`config.mk`:
```
export PLATFORM = sky130hd
export DESIGN_NAME = fp_add_round_pipe
export DESIGN_NICKNAME = d
export VERILOG_FILES = /design/src/rtl/fp_add_round_pipe.sv
export SDC_FILE = /design/constraint.sdc
export NUM_CORES = 2
export LEC_CHECK = 0
export CORE_AREA = 4 4 658 660
export CTS_CLUSTER_SIZE = 14
export DETAILED_ROUTE_END_ITERATION = 10
export DIE_AREA = 0 0 662 664
export PLACE_DENSITY_LB_ADDON = 0.08
export RECOVER_POWER = 50
export SLEW_MARGIN = 20
export SYNTH_ARGS = -nofsm -noshare
export SYNTH_HDL_FRONTEND = slang
export SYNTH_SLANG_ARGS = --single-unit
```
`constraint.sdc`:
```
create_clock -name clk -period 3.2 [get_ports clk]
set_input_delay 0.64 -clock clk [delete_from_list [all_inputs] [get_ports clk]]
set_output_delay 0.64 -clock clk [all_outputs]
set_load 0.03 [all_outputs]
```
`src/rtl/fp_add_round_pipe.sv`:
```
// Significand add/subtract-with-rounding stage between alignment and normalisation.
// Per lane the rounding increment and the two's-complement +1 share a single carry-in.
// A beat reaches the output one cycle after it is accepted, unless it waits in the
// skid entry behind a stalled output. Beats of one thread can be flushed at any point.
module fp_add_round_pipe #(
    parameter int unsigned LANES        = 16,
    parameter int unsigned SIG_WIDTH    = 24,
    parameter int unsigned EXP_WIDTH    = 8,
    parameter int unsigned THREAD_WIDTH = 2,
    parameter int unsigned TAG_WIDTH    = 64
) (
    input  logic                             clk,
    input  logic                             reset_n,
    input  logic                             in_valid,
    output logic                             in_ready,
    input  logic [THREAD_WIDTH-1:0]          in_thread,
    input  logic [TAG_WIDTH-1:0]             in_tag,
    input  logic [LANES*SIG_WIDTH-1:0]       in_sig_le,
    input  logic [LANES*SIG_WIDTH-1:0]       in_sig_se,
    input  logic [LANES-1:0]                 in_subtract,
    input  logic [LANES-1:0]                 in_sign,
    input  logic [LANES*EXP_WIDTH-1:0]       in_exponent,
    input  logic [LANES*3-1:0]               in_grs,
    input  logic [1:0]                       round_mode,
    input  logic                             flush_en,
    input  logic [THREAD_WIDTH-1:0]          flush_thread,
    output logic                             out_valid,
    input  logic                             out_ready,
    output logic [THREAD_WIDTH-1:0]          out_thread,
    output logic [TAG_WIDTH-1:0]             out_tag,
    output logic [LANES*(SIG_WIDTH+1)-1:0]   out_sum,
    output logic [LANES-1:0]                 out_sign,
    output logic [LANES*EXP_WIDTH-1:0]       out_exponent,
    output logic [LANES-1:0]                 out_subtract,
    output logic [LANES-1:0]                 out_tie
);

    localparam int unsigned SUM_WIDTH = SIG_WIDTH + 1;

    typedef struct packed {
        logic [THREAD_WIDTH-1:0]        thread;
        logic [TAG_WIDTH-1:0]           tag;
        logic [LANES*SUM_WIDTH-1:0]     sum;
        logic [LANES-1:0]               sign;
        logic [LANES*EXP_WIDTH-1:0]     exponent;
        logic [LANES-1:0]               subtract;
        logic [LANES-1:0]               tie;
    } beat_t;

    logic [LANES*SUM_WIDTH-1:0] lane_sum;
    logic [LANES-1:0]           lane_tie;
    beat_t                      in_beat;

    beat_t out_q, out_d;
    beat_t skid_q, skid_d;
    logic  out_vld_q, out_vld_d;
    logic  skid_vld_q, skid_vld_d;
    logic  in_ready_q, in_ready_d;

    logic flush_out, flush_skid, flush_in;
    logic out_live, skid_live, in_take, out_hold;

    for (genvar l = 0; l < LANES; l++) begin : g_lane
        logic [SIG_WIDTH-1:0] le;
        logic [SIG_WIDTH-1:0] se;
        logic                 sub;
        logic                 sgn;
        logic                 g;
        logic                 r;
        logic                 s;
        logic                 inc;
        logic                 cin;

        assign le      = in_sig_le[l*SIG_WIDTH +: SIG_WIDTH];
        assign se      = in_sig_se[l*SIG_WIDTH +: SIG_WIDTH];
        assign sub     = in_subtract[l];
        assign sgn     = in_sign[l];
        assign {g, r, s} = in_grs[l*3 +: 3];

        // Rounding increment for the selected mode
        always_comb begin
            inc = 1'b0;
            case (round_mode)
                2'd0:    inc = g & (r | s);
                2'd1:    inc = 1'b0;
                2'd2:    inc = ~sgn & (g | r | s);
                default: inc = sgn & (g | r | s);
            endcase
        end

        // One adder: subtraction's +1 and the rounding increment meet in the carry-in
        assign cin = sub ^ inc;
        assign lane_sum[l*SUM_WIDTH +: SUM_WIDTH] =
            {1'b0, le} + ({1'b0, se} ^ {SUM_WIDTH{sub}}) + SUM_WIDTH'(cin);
        assign lane_tie[l] = (round_mode == 2'd0) & g & ~r & ~s;
    end

    // Assemble the beat computed from the current inputs
    always_comb begin
        in_beat          = '0;
        in_beat.thread   = in_thread;
        in_beat.tag      = in_tag;
        in_beat.sum      = lane_sum;
        in_beat.sign     = in_sign;
        in_beat.exponent = in_exponent;
        in_beat.subtract = in_subtract;
        in_beat.tie      = lane_tie;
    end

    // Flush qualification and handshake decode
    always_comb begin
        flush_out  = flush_en & (out_q.thread == flush_thread);
        flush_skid = flush_en & (skid_q.thread == flush_thread);
        flush_in   = flush_en & (in_thread == flush_thread);
        out_live   = out_vld_q & ~flush_out;
        skid_live  = skid_vld_q & ~flush_skid;
        in_take    = in_valid & in_ready_q & ~flush_in;
        out_hold   = out_live & ~out_ready;
    end

    // Next state: surviving beats keep arrival order, oldest lands in the output entry
    always_comb begin
        out_vld_d  = 1'b0;
        out_d      = out_q;
        skid_vld_d = 1'b0;
        skid_d     = skid_q;
        if (out_hold) begin
            out_vld_d = 1'b1;
            if (skid_live) begin
                skid_vld_d = 1'b1;
            end else if (in_take) begin
                skid_vld_d = 1'b1;
                skid_d     = in_beat;
            end
        end else if (skid_live) begin
            // in_ready is low whenever the skid entry is occupied, so no input competes here
            out_vld_d = 1'b1;
            out_d     = skid_q;
        end else if (in_take) begin
            out_vld_d = 1'b1;
            out_d     = in_beat;
        end
        in_ready_d = ~skid_vld_d;
    end

    // Output entry, skid entry and registered ready
    always_ff @(posedge clk or negedge reset_n) begin
        if (!reset_n) begin
            out_vld_q  <= 1'b0;
            skid_vld_q <= 1'b0;
            in_ready_q <= 1'b1;
            out_q      <= '0;
            skid_q     <= '0;
        end else begin
            out_vld_q  <= out_vld_d;
            skid_vld_q <= skid_vld_d;
            in_ready_q <= in_ready_d;
            out_q      <= out_d;
            skid_q     <= skid_d;
        end
    end

    // A squashed output beat is never presented
    assign out_valid    = out_vld_q & ~flush_out;
    assign in_ready     = in_ready_q;
    assign out_thread   = out_q.thread;
    assign out_tag      = out_q.tag;
    assign out_sum      = out_q.sum;
    assign out_sign     = out_q.sign;
    assign out_exponent = out_q.exponent;
    assign out_subtract = out_q.subtract;
    assign out_tie      = out_q.tie;

endmodule

```
==> impl_metrics.csv <==
group,metric,value,unit
synthesis,async_reset_ff_frac,1.00,
finish,fillers,44800,
finish,nets,12500,
power_and_ir_drop,switching_share,0.430,
clock_tree,clk_path_buf_depth,4,
clock_tree,clock_latency,0.92,ns
clock_tree,cts.sinks,1287,
detailed_routing,vias,72000,
global_routing,met2_usage,0.343,
synthesis,ys_ff_latch,1287,
sta,hold_viol_final,0,
sta,slew_headroom,-0.838,
detailed_routing,drt-wirelength-per-cell,25.4,um
power_and_ir_drop,power.internal,58.1,mW
status,status,"finished with violations",
clock_tree,cts_inserted_buffers,179,
global_routing,busiest_layer,"met2",
worst_setup_path,r2r_slack,0.04,ns
synthesis,yosys.cell_types.count,86,
worst_setup_path,cp_common_cell,"buf_6",
floorplanning,fp-row-count,240,
clock_tree,clk_pin_slew,0.06,ns
power_and_ir_drop,clkPwrFrac,0.209,
floorplanning,die_height,664,um
worst_setup_path,crit_buf_inv,7,
worst_setup_path,max_stage_delay,0.40,ns
placement,dpl-instance-area,110000,sq um
detailed_routing,drt_iter0_drc,3399,
placement,place_congestion,0.886,
placement,dp_hpwl,349,mm
global_routing,grtUsageTotal,0.187,
finish,syn2layout_area_growth,63.3,%
detailed_routing,vias_per_cell,4.26,
synthesis,yosysWarningCount,0,
worst_setup_path,worstPathArrival,4.48,ns
worst_setup_path,regToRegEndpoint,"skid_q[52]$_DFFE_PN0P_",
status,violations,"capacitance limit, slew limit, setup timing",
power_and_ir_drop,total_power,102,mW
clock_tree,htree_levels,4,
synthesis,synth_cells,8064,
floorplanning,coreArea,427000,sq um
power_and_ir_drop,p_per_area,837,nW/um^2
worst_setup_path,crit_family,"compound AO/OA/AOI/OAI gates",
worst_setup_path,r2r-start,"out_thread[1]$_DFFE_PN0P_",
sta,fin_crit,3.69,ns
sta,tightest_slew,2.76,ns
synthesis,synthTopCellsByArea,"dfrtp_1 (43%), nand2_1 (7.0%), mux2_1 (6.8%), xor2_1 (6.4%), ha_1 (6.2%)",
global_routing,use_met1,0.212,
sta,finalSetupViolCount,394,
floorplanning,initial_utilization,0.175,
worst_setup_path,critPathCaptureType,"flip-flop",
worst_setup_path,critPathKind,"in2reg",
sta,rsz0062_at_grt,"true",
power_and_ir_drop,leakagePower,53.0,nW
synthesis,yosys-top-cells-count,"nand2_1 (1,400), dfrtp_1 (1,286), nor2_1 (737), xor2_1 (549), a21oi_1 (501)",
synthesis,yosysSeqAreaShare,0.432,
worst_setup_path,r2r_cells,8,
global_routing,grt_use_met3,0.0393,
detailed_routing,ant_nets,0,
power_and_ir_drop,power.share.combinational,0.494,
synthesis,synth_edf_count,0,
detailed_routing,drc,0,
global_routing,overflow,0,
worst_setup_path,crit_required,3.99,ns
synthesis,syn_avg_cell_area,9.24,sq um
synthesis,ys.flop_type,"dfrtp_1",
global_routing,grt_max_degree,91,
job,max_cap_viol_count,1,
sta,finalMaxSlewViolations,56,
synthesis,yosys.area.top_type,"dfrtp_1",
placement,io_buffers,1694,
worst_setup_path,crit_chain,"buf_12, buf_12, nor2_4, buf_6, buf_6, buf_8, nand2_4, o21ai_4, buf_6, xor2_4, fa_2, fa_2, a21o_1, a21oi_2, o21ai_2, a221oi_4, buf_4, nand3b_1, a31oi_2, xnor2_2, a211oi_2, a21o_1",
min_path,min_to,"out_subtract[8]$_DFFE_PN0P_",
synthesis,synth_top_area_frac,0.432,
sta,max_freq,271,MHz
global_routing,grt_first_pass_wirelength,592,mm
detailed_routing,first_pass_iters,5,
worst_setup_path,start_kind,"primary input",
synthesis,synth_most_common_cell,"nand2_1",
sta,layout_worst_path_cycle_share,1.15,
worst_setup_path,slowest_stage,"fa_2",
power_and_ir_drop,max-vdd-ir-drop,0.386,mV
power_and_ir_drop,p_switching,43.8,mW
min_path,hold_start,"in_subtract[8]",
synthesis,synth_area,74500,sq um
min_path,worstHoldPathType,"in2reg",
synthesis,syn_nets,9515,
power_and_ir_drop,seqPwrFrac,0.298,
worst_setup_path,crit_fanout,7,
finish,drive_above_1_share,0.235,
sta,fin_skew,0.112,ns
clock_tree,cts_tree,"yes",
global_routing,antenna_found_initial,117,
finish,multiInputGateArea,45700,sq um
finish,seq_area,32200,sq um
floorplanning,dieArea,440000,sq um
sta,setup_slack,-0.489,ns
detailed_routing,routed_wl,428,mm
floorplanning,io_pins,1695,
finish,design_area,122000,sq um
global_routing,grt_pass1_vias,74600,
floorplanning,fp.dieW,662,um
clock_tree,clock-root-buffer,"clkbuf_16",
min_path,hold_depth,3,
## power groups by stage
stage | clock network, mW | logic [mW] | registers (mW)
6_report | 21.3 | 50.3 | 30.4
5_1_grt | 22.7 | 54.1 | 31.3
4_1_cts | 22.1 | 49.6 | 30.7
3_5_place_dp | 0 | 48.8 | 30.8
3_3_place_gp | 0 | 48.6 | 30.6
2_1_floorplan | 0 | 16.5 | 35.5
## worst max path at each step
stage          cells past startpoint                       end  slack [ns]           from
2_1_floorplan                     17   out_sum[99]$_DFFE_PN0P_       -0.80  round_mode[0]
3_3_place_gp                      21  out_sum[397]$_DFFE_PN0P_       -2.44  round_mode[0]
3_5_place_dp                      21  out_sum[397]$_DFFE_PN0P_       -2.50  round_mode[0]
4_1_cts                           21  out_sum[297]$_DFFE_PN0P_       -0.51  round_mode[0]
5_1_grt                           22  out_sum[397]$_DFFE_PN0P_       -0.57  round_mode[0]
6_report                          22  out_sum[397]$_DFFE_PN0P_       -0.49  round_mode[0]
## cell type report
class / count / share of cell area
clock buffer: 259 / 0.0424
antenna: 42 / 0.000863
sequential: 1287 / 0.265
tap: 5687 / 0.0585
clock inverter: 56 / 0.00748
inverter: 68 / 0.00210
multi-input combinational: 6238 / 0.375
timing repair buffer: 3243 / 0.249
## worst min-delay path: cells and delay by family
family	cells	cell delay [ns]
and+or+nand+nor	1	0.07
buffers and inverters	1	0.16
AOI/OAI and AO/OA	1	0.07
## stage by stage
stage                      TNS, ns  cells  utilization  hold WS (ns)  worst slack, ns
final                       -78.32  16900        0.285         0.140           -0.489
after global routing       -204.99  16900        0.285        0.0616           -0.573
after CTS                   -88.77  16800        0.277        0.0272           -0.506
after detailed placement  -1178.56  16400        0.258         0.460            -2.50
after global placement    -1169.72  16400        0.258         0.455            -2.44
after floorplan             -99.07   8064            -         0.344           -0.801
## placed cells by master (no fill, tap or decap), types with 51 or more instances in the layout
cell             netlist  routed
o21ai_1              179     226
nor2_1               737     707
a21oi_1              501     415
mux2_1               449     361
a21oi_2                3      69
inv_1                 67      67
dfrtp_1             1286    1286
clkdlybuf4s50_1        0    1613
a31oi_1              452     423
xor2_2                 0      53
nand3_1              142     130
mux2_4                 0      89
buf_12                 0     114
and3_1                86      85
ha_1                 368     368
xnor2_1              224     122
nand2_1             1400    1364
buf_6                  0     123
clkbuf_1             309      56
xnor2_2                0      75
o21ai_0              365     227
o21a_1                53      51
clkbuf_16              0     180
o21ai_2                3      62
a21o_1               172     171
buf_4                  0    1269
xor2_1               549     468
## flip-flops by register name, summed over array words and instances, names as in the netlist
signal	cells
skid_q	642
out_sum	400
out_exponent	128
out_tag	64
out_sign	16
out_subtract	16
out_tie	16
out_thread	2
in_ready	1
out_vld_q	1
skid_vld_q	1
## what timing repair did
item | 4_1_cts | 5_1_grt
buffers inserted | 78 | 114
gates resized for setup | 264 | 696
hold endpoints to repair | 32 | 0
setup endpoints to repair | 683 | 536
pin swaps | 198 | 461
hold buffers | 1 | 0
## layer usage
metal	part of all wire	vias up
met4	0.041	60
met3	0.052	546
li1	-	34100
met1	0.39	35600
met2	0.52	1616
met5	0.00092	-
## logic make-up after synthesis
family / synth area share
buffers and inverters: 0.0294
xor gates and xnor gates: 0.0908
adders and majority gates: 0.0704
and+or+nand+nor: 0.143
AOI/OAI and AO/OA: 0.163
DFF: 0.432
muxes: 0.0716
Note: power is estimated with default switching activity, not from simulation.
